[src/rtl/mar_pkg.sv]
// Shared types and default sizing for the sequencing memory address register.
package mar_pkg;
  localparam int WIDTH_DEF    = 16;
  localparam int STRIDE_W_DEF = 4;
  localparam int LEN_W_DEF    = 8;

  typedef enum logic {
    IDLE  = 1'b0,
    BURST = 1'b1
  } state_t;
endpackage

[src/rtl/mar_seq_if.sv]
// Control-unit <-> address register bus; window ports exist only with MAR_BOUNDS_EN.
interface mar_seq_if #(
  parameter int WIDTH    = 16,
  parameter int STRIDE_W = 4,
  parameter int LEN_W    = 8
);
  logic                enI;
  logic [WIDTH-1:0]    data_in;
  logic                inc_en;
  logic [STRIDE_W-1:0] stride;
  logic                burst_start;
  logic [LEN_W-1:0]    burst_len;
  logic [WIDTH-1:0]    data_out;
  logic                burst_busy;
  logic                burst_done;
`ifdef MAR_BOUNDS_EN
  logic [WIDTH-1:0]    win_base;
  logic [WIDTH-1:0]    win_limit;
  logic                bound_err;
`endif

  modport master (
    output enI, data_in, inc_en, stride, burst_start, burst_len,
`ifdef MAR_BOUNDS_EN
    output win_base, win_limit,
    input  bound_err,
`endif
    input  data_out, burst_busy, burst_done
  );

  modport slave (
    input  enI, data_in, inc_en, stride, burst_start, burst_len,
`ifdef MAR_BOUNDS_EN
    input  win_base, win_limit,
    output bound_err,
`endif
    output data_out, burst_busy, burst_done
  );
endinterface

[src/rtl/mar_burst_ctrl.sv]
// Burst FSM: length counter, busy level and registered one-cycle done pulse.
module mar_burst_ctrl
  import mar_pkg::*;
#(
  parameter int LEN_W = 8
) (
  input  logic             clk,
  input  logic             reset,
  input  logic             load,
  input  logic             start,
  input  logic [LEN_W-1:0] len,
  output logic             busy,
  output logic             done,
  output logic             step,
  output logic             capture
);
  state_t           state_q, state_d;
  logic [LEN_W-1:0] count_q, count_d;
  logic             done_q, done_d;

  always_ff @(posedge clk or negedge reset) begin
    if (!reset) begin
      state_q <= IDLE;
      count_q <= '0;
      done_q  <= 1'b0;
    end else begin
      state_q <= state_d;
      count_q <= count_d;
      done_q  <= done_d;
    end
  end

  // A load aborts everything, including a done that would otherwise fire this edge.
  always_comb begin
    state_d = state_q;
    count_d = count_q;
    done_d  = 1'b0;
    capture = 1'b0;
    if (load) begin
      state_d = IDLE;
      count_d = '0;
    end else if (state_q == BURST) begin
      count_d = count_q - LEN_W'(1);
      if (count_q == LEN_W'(1)) begin
        state_d = IDLE;
        done_d  = 1'b1;
      end
    end else if (start) begin
      if (len != '0) begin
        capture = 1'b1;
        count_d = len;
        state_d = BURST;
      end else begin
        done_d = 1'b1;
      end
    end
  end

  assign busy = (state_q == BURST);
  assign step = (state_q == BURST) && !load;
  assign done = done_q;
endmodule

[src/rtl/mar_seq.sv]
// Memory address register with load, stride increment and autonomous bursts.
// MAR_BOUNDS_EN adds a base/limit window that redirects overruns to win_base.
module mar_seq
  import mar_pkg::*;
#(
  parameter int WIDTH    = WIDTH_DEF,
  parameter int STRIDE_W = STRIDE_W_DEF,
  parameter int LEN_W    = LEN_W_DEF
) (
  input  logic    clk,
  input  logic    reset,
  mar_seq_if.slave bus
);
  logic [WIDTH-1:0]    addr_q;
  logic [STRIDE_W-1:0] stride_q;
  logic [STRIDE_W-1:0] step_val;
  logic [WIDTH-1:0]    addr_inc;
  logic                busy, step, capture, do_inc;

  mar_burst_ctrl #(.LEN_W(LEN_W)) u_ctrl (
    .clk     (clk),
    .reset   (reset),
    .load    (bus.enI),
    .start   (bus.burst_start),
    .len     (bus.burst_len),
    .busy    (busy),
    .done    (bus.burst_done),
    .step    (step),
    .capture (capture)
  );

  // Single increments are only honoured in IDLE and lose to a burst_start.
  assign do_inc   = !bus.enI && (step || (!busy && !bus.burst_start && bus.inc_en));
  assign step_val = busy ? stride_q : bus.stride;

`ifdef MAR_BOUNDS_EN
  logic [WIDTH:0] sum;
  logic           over;
  logic           err_q;

  // Compare on WIDTH+1 bits so a carry out also counts as an overrun.
  assign sum      = {1'b0, addr_q} + (WIDTH+1)'(step_val);
  assign over     = sum > {1'b0, bus.win_limit};
  assign addr_inc = over ? bus.win_base : sum[WIDTH-1:0];

  always_ff @(posedge clk or negedge reset) begin
    if (!reset) begin
      err_q <= 1'b0;
    end else if (bus.enI) begin
      err_q <= 1'b0;
    end else if (do_inc && over) begin
      err_q <= 1'b1;
    end
  end

  assign bus.bound_err = err_q;
`else
  assign addr_inc = addr_q + WIDTH'(step_val);
`endif

  always_ff @(posedge clk or negedge reset) begin
    if (!reset) begin
      addr_q   <= '0;
      stride_q <= '0;
    end else begin
      if (bus.enI) begin
        addr_q <= bus.data_in;
      end else if (do_inc) begin
        addr_q <= addr_inc;
      end
      if (capture) begin
        stride_q <= bus.stride;
      end
    end
  end

  assign bus.data_out   = addr_q;
  assign bus.burst_busy = busy;
endmodule

[src/flat_wrapper.sv]
// flat-port wrapper written by rule: the top's interface ports become plain ports
module mar_seq_flat import mar_pkg::*;
#(
  parameter int WIDTH    = WIDTH_DEF,
  parameter int STRIDE_W = STRIDE_W_DEF,
  parameter int LEN_W    = LEN_W_DEF
)
  (clk, reset, bus_enI, bus_data_in, bus_inc_en, bus_stride, bus_burst_start, bus_burst_len, bus_data_out, bus_burst_busy, bus_burst_done);
  mar_seq_if #(.WIDTH(WIDTH), .STRIDE_W(STRIDE_W), .LEN_W(LEN_W)) bus_i ();
  input  logic clk;
  input  logic reset;
  input wire logic [$bits(bus_i.enI)-1:0] bus_enI;
  input wire logic [$bits(bus_i.data_in)-1:0] bus_data_in;
  input wire logic [$bits(bus_i.inc_en)-1:0] bus_inc_en;
  input wire logic [$bits(bus_i.stride)-1:0] bus_stride;
  input wire logic [$bits(bus_i.burst_start)-1:0] bus_burst_start;
  input wire logic [$bits(bus_i.burst_len)-1:0] bus_burst_len;
  output wire logic [$bits(bus_i.data_out)-1:0] bus_data_out;
  output wire logic [$bits(bus_i.burst_busy)-1:0] bus_burst_busy;
  output wire logic [$bits(bus_i.burst_done)-1:0] bus_burst_done;
  assign bus_i.enI = bus_enI;
  assign bus_i.data_in = bus_data_in;
  assign bus_i.inc_en = bus_inc_en;
  assign bus_i.stride = bus_stride;
  assign bus_i.burst_start = bus_burst_start;
  assign bus_i.burst_len = bus_burst_len;
  assign bus_data_out = bus_i.data_out;
  assign bus_burst_busy = bus_i.burst_busy;
  assign bus_burst_done = bus_i.burst_done;
  mar_seq #(.WIDTH(WIDTH), .STRIDE_W(STRIDE_W), .LEN_W(LEN_W)) u_core (.clk(clk), .reset(reset), .bus(bus_i));
endmodule
[config.mk]
export PLATFORM = sky130hd
export DESIGN_NAME = mar_seq_flat
export DESIGN_NICKNAME = d
export VERILOG_FILES = /design/src/rtl/mar_pkg.sv /design/src/rtl/mar_seq_if.sv /design/src/rtl/mar_burst_ctrl.sv /design/src/rtl/mar_seq.sv /design/src/flat_wrapper.sv
export SDC_FILE = /design/constraint.sdc
export NUM_CORES = 1
export LEC_CHECK = 0
export BUFFER_PORTS_ARGS = -buffer_cell sky130_fd_sc_hd__buf_2
export CORE_MARGIN = 8
export CORE_UTILIZATION = 35
export CTS_CLUSTER_DIAMETER = 80
export DETAILED_ROUTE_END_ITERATION = 8
export PLACE_DENSITY = 0.69
export SLEW_MARGIN = 20
export SYNTH_ARGS = -nofsm -noshare
export SYNTH_HDL_FRONTEND = slang
export SYNTH_SLANG_ARGS = --single-unit
[constraint.sdc]
create_clock -name clk -period 3.99 [get_ports clk]
set_input_delay 0.399 -clock clk [delete_from_list [all_inputs] [get_ports clk]]
set_output_delay 0.399 -clock clk [all_outputs]
set_load 0.02 [all_outputs]
* Word level (Yosys, flattened, before mapping)
Index checks and enable logic that the tools add are counted.
** Word-level totals
- Output and inout bits :: 18
- Bits of input ports :: 33
- Word-level logic and storage cells :: 40
- Register bits :: 30
** Cells by class
- Muxes and demuxes :: 19
- Reduce and logical (&&, ||, !) cells :: 13
- $add $sub $neg :: 2
- Eq/ne operators :: 1
** Operator list (count)
- 16-bit two-way mux :: 2
- 8-bit two-way mux :: 4
- 16-bit by 4-bit adder with 16-bit output :: 1
- 1-bit two-way mux :: 12
- 8-bit by 1-bit equality test with 1-bit output, second input constant :: 1
- 8-bit nonzero test :: 1
- 8-bit by 1-bit subtractor with 8-bit output, second input constant :: 1
- 3-bit nonzero test :: 2
- 1-bit logical AND :: 4
- 4-bit two-way mux :: 1
- 1-bit logical NOT :: 3
- 2-bit AND reduction :: 1
- 2-bit nonzero test :: 1
- 1-bit logical OR :: 1

* Logic depth before layout (Yosys ltp)
- Depth in word-level cells :: 7
- Gate-level depth with buffers :: 10
- Depth with buffers taken out :: 8

* By module
A second synthesis with hierarchy kept.
** Second synthesis, totals
- Cells, all modules :: 184
- Area, all modules :: 1861.8 sq um
** By module, submodules not included
- mar_seq :: area an instance 1241.2 sq um, cells an instance 120, seq. area each 500.5 sq um, instances 1
- mar_burst_ctrl :: area an instance 620.6 sq um, cells an instance 64, seq. area each 250.2 sq um, instances 1

* Worst setup path after synthesis
No wires, ideal clock.
- Path type :: flip-flop to flip-flop
- Start :: register u_core.u_ctrl.state_q, in the netlist u_core.u_ctrl.busy
- End :: register u_core.addr_q[12], in the netlist u_core.bus.data_out[12]
- Setup time :: 0.082 ns
- Required time :: 3.908 ns
- Slack :: 1.128 ns
- Buffers on the path :: 2
- Data arrival time :: 2.780 ns
- Stages on the path, launching flop included :: 11
- Clock period less this slack :: 2.862 ns
- Cells stage by stage :: dfrtp_1 buf_2 buf_1 mux2_2 ha_1 inv_1 fa_1 and2b_1 o211ai_1 or4_1 a31oi_1
** Between the ends
- Longest elaborated chain between the ends :: 6
- Elaborated cells between the ends (all ways) :: 11
- Those cells by class :: add/sub (1); mux (3); reduce/logical (7)
** Ends and longest elaborated chain
- start, declared :: RTL line mar_burst_ctrl.sv:17 : state_t state_q, state_d;
- start signal, assigned :: RTL line mar_burst_ctrl.sv:27 : state_q <= state_d;
- branches (longest 6 deep; another with 16-bit by 4-bit adder with 16-bit output)
- end signal, assigned :: RTL line mar_seq.sv:67 : addr_q <= bus.data_in;
- end signal, assigned :: RTL line mar_seq.sv:69 : addr_q <= addr_inc;
- end, declared :: RTL line mar_seq.sv:14 : logic [WIDTH-1:0] addr_q;
Several ways; the timed one is not identified. The select of a mux whose other input is x is not followed.
A chain may end at the register's enable or synchronous reset.

* Worst setup path after layout
- Start :: register u_core.u_ctrl.state_q, in the netlist u_core.u_ctrl.busy
- End :: register u_core.addr_q[15], in the netlist u_core.bus.data_out[15]
The elaborated chain is that of the path after synthesis.

==> results.sh <==
export IMPL_yosysMostFrequentCell="dfrtp_1"
export IMPL_core_area_um2=5510
export IMPL_netlist_area_um2=1990
export IMPL_synth_area_per_cell_um2=9.77
export IMPL_drive_gt1_share_pct=31.2
export IMPL_ys_warn_count=0
export IMPL_final_hold_violation_count=0
export IMPL_synth_commonest_cells="30 x dfrtp_1, 15 x nor2_1, 12 x a21oi_1"
export IMPL_synth_area_leaders="dfrtp_1 38%, a211oi_1 3.8%, ha_1 3.8%, a221oi_1 3.5%, a21oi_1 3.0%"
export IMPL_globalRouteTotalUtil_pct=12.9
export IMPL_antenna_left=0
export IMPL_clk_transition_reported_paths_ps=70
export IMPL_pwr_share_seq_pct=40.9
export IMPL_async_reset_ff_share_pct=100
export IMPL_ctsHoldBuffers=0
export IMPL_post_route_min_period_ps=2530
export IMPL_dieHeight_um=91.5
export IMPL_synth_xor_area_share_pct=2.64
export IMPL_synthMuxAreaShare_pct=7.22
export IMPL_dieArea_um2=8370
export IMPL_synth_nets=244
export IMPL_area_growth_pct=19.7
export IMPL_ios=51
export IMPL_portBuffers=50
export IMPL_synth_edf_count=0
export IMPL_cts_sinks=30
export IMPL_hold_class="input pin to async pin"
export IMPL_outcome="finished clean"
export IMPL_dr_total_vias=1836
export IMPL_wirelength_um=5360
export IMPL_p_total_uw=988
export IMPL_cts_buffer_depth=2
export IMPL_nets=293
export IMPL_finalMaxSlewViolations=0
export IMPL_pwr_share_clk_pct=23.3
export IMPL_tightestPinTransition_ps=714
export IMPL_route_detailed_drc=0
export IMPL_antenna_found_initial=0
export IMPL_cts_tree="built"
export IMPL_clk_latency_ps=280
export IMPL_synth_top_family_by_area="compound AO/OA/AOI/OAI gates"
export IMPL_drtIter0Drc=90
export IMPL_relSlewSlack_pct=52.4
export IMPL_wl_per_cell_um=16.5
export IMPL_setup_worst_path_end_class="register"
export IMPL_combPwrFrac_pct=35.8
export IMPL_h_tree_depth=2
export IMPL_fin_worst_skew_ps=12.5
export IMPL_fin_setup_tns_ps=0
export IMPL_setup_worst_path_class="register to register"
export IMPL_post_cts_resize_count=0
export IMPL_grt_pass1_vias=1928
export IMPL_max_cap_violations=0
export IMPL_overflow=0
export IMPL_yosys_area_top_type_share_pct=37.7
export IMPL_start_util_pct=36.2
export IMPL_p_leak_uw=0.00104
export IMPL_synthSimpleGateAreaFrac_pct=17.6
export IMPL_cts_inserted_buffers=5
export IMPL_cp_arrival_ps=2750
export IMPL_cp_max_fo=28
export IMPL_synth_cells=204
export IMPL_rows=27
export IMPL_cts_root_buf="clkbuf_8"
export IMPL_dpl_instance_area_um2=2310
export IMPL_max_freq_mhz=395
export IMPL_postLayoutCellArea_um2=2390
export IMPL_rsz0062_at_grt="false"
export IMPL_p_per_area_nw_per_um2=414
export IMPL_fin_crit_sh_pct=63.5
export IMPL_dp_final_hpwl_um=3950
export IMPL_cp_start_kind="register"
export IMPL_swShare_pct=37.8
export IMPL_setup_ws_ps=1460
export IMPL_synth_flop_cell="dfrtp_1"
export IMPL_pre_cts_slack_ps=1480
export IMPL_vdd_ir_drop_max_mv=0.154
export IMPL_antenna_cells=0
export IMPL_p_int_uw=614
export IMPL_synthAdderAreaFrac_pct=4.77
export IMPL_netSwitchingPower_uw=374
export IMPL_yosysUniqueCellTypes=55
export IMPL_post_cts_buffers=0
export IMPL_holdWs_ps=171
export IMPL_crit_required_ps=4200
export IMPL_synth_compound_area_share_pct=26.4
export IMPL_yosysTopAreaCell="dfrtp_1"
export IMPL_grt_max_degree=32
export IMPL_gp_congestion=0.879
export IMPL_rrSetupSlack_ps=1460
export IMPL_synth_seq_cells=30
export IMPL_dieWidth_um=91.5
export IMPL_ys_seq_area_share_pct=37.7
export IMPL_dr_pass1_iters=4
export IMPL_grt_pass1_wl_um=8970
export IMPL_setup_viol=0
export IMPL_routed_via_density=5.65
[registers in the layout (all words and copies together), names as in the netlist]
name and cells:
u_core.u_ctrl.done 1, u_core.u_ctrl.busy 1, u_core.stride_q 4, u_core.u_ctrl.count_q 8, u_core.bus.data_out 16
[cell families after synthesis]
| logic type | after synthesis |
|---|---|
| buf+inv | 19 |
| mux | 12 |
| compound gates | 73 |
| flops | 30 |
| fa+ha+maj | 7 |
| simple gates | 57 |
| xor+xnor | 6 |
[placed cells by master (no fill, tap or decap), drive strengths merged, types with 3 or more instances in the layout]
cell,netlist,layout
a211oi,10,10
a21oi,13,13
a221oi,8,8
a22oi,4,4
a31oi,5,5
buf,6,52
clkbuf,4,5
dfrtp,30,30
ha,6,6
inv,9,9
mux2,7,7
mux2i,5,5
nand2,10,10
nand3,3,3
nor2,16,16
nor2b,3,3
nor3,4,4
o2111ai,3,3
o211ai,5,5
o21ai,11,11
o31ai,3,3
or4,6,6
xnor2,5,5
[worst max-delay path, cell delays in order, from the launching register on]
cell and delay [ps]:
dfrtp_1 350, buf_4 290, mux2i_1 330, inv_1 90
ha_1 300, a211o_2 380, a21oi_2 400, o41ai_1 160
a31oi_1 170
[layout make-up]
type	instances	area [um2]
fill	553	3120
multi-input combinational	155	1170
sequential	30	751
timing repair buffer	52	265
tap	72	90.1
clock buffer	5	68.8
inverter	9	33.8
clock inverter	2	10.0
[metrics by stage]
stage | instances | util [%]
after global placement | 318 | 41.9
after CTS | 325 | 43.3
after floorplan | 204 | -
after global routing | 325 | 43.3
after detailed placement | 318 | 41.9
final | 325 | 43.3
[final timing paths]
path,start,end,cells after the start
setup reg to reg,u_core.u_ctrl.busy,u_core.bus.data_out[15],8
max in group asynchronous,reset,u_core.bus.data_out[8],1
setup / recovery,u_core.u_ctrl.busy,u_core.bus.data_out[15],8
hold reg to reg,u_core.stride_q[2],u_core.stride_q[2],1
hold / removal,reset,u_core.u_ctrl.count_q[2],1
min in group clk,bus_data_in[5],u_core.bus.data_out[5],3
[power groups by stage]
stage / clock, uW / sequential [uW] / combinational, uW
after floorplan: 0 / 427 / 221
after detailed placement: 0 / 409 / 351
final: 230 / 404 / 353
after global placement: 0 / 409 / 346
after global routing: 248 / 412 / 392
after CTS: 237 / 404 / 354
[per-layer routing]
metal / track usage (%) / up-vias / share of wire (%)
met1: 16.7 / 872 / 49
met4: 5.46 / 0 / 2.0
met5: 0 / - / 0
li1: - / 891 / -
met3: 2.80 / 11 / 5.0
met2: 20.3 / 62 / 44
(Power assumes the default switching activity.)
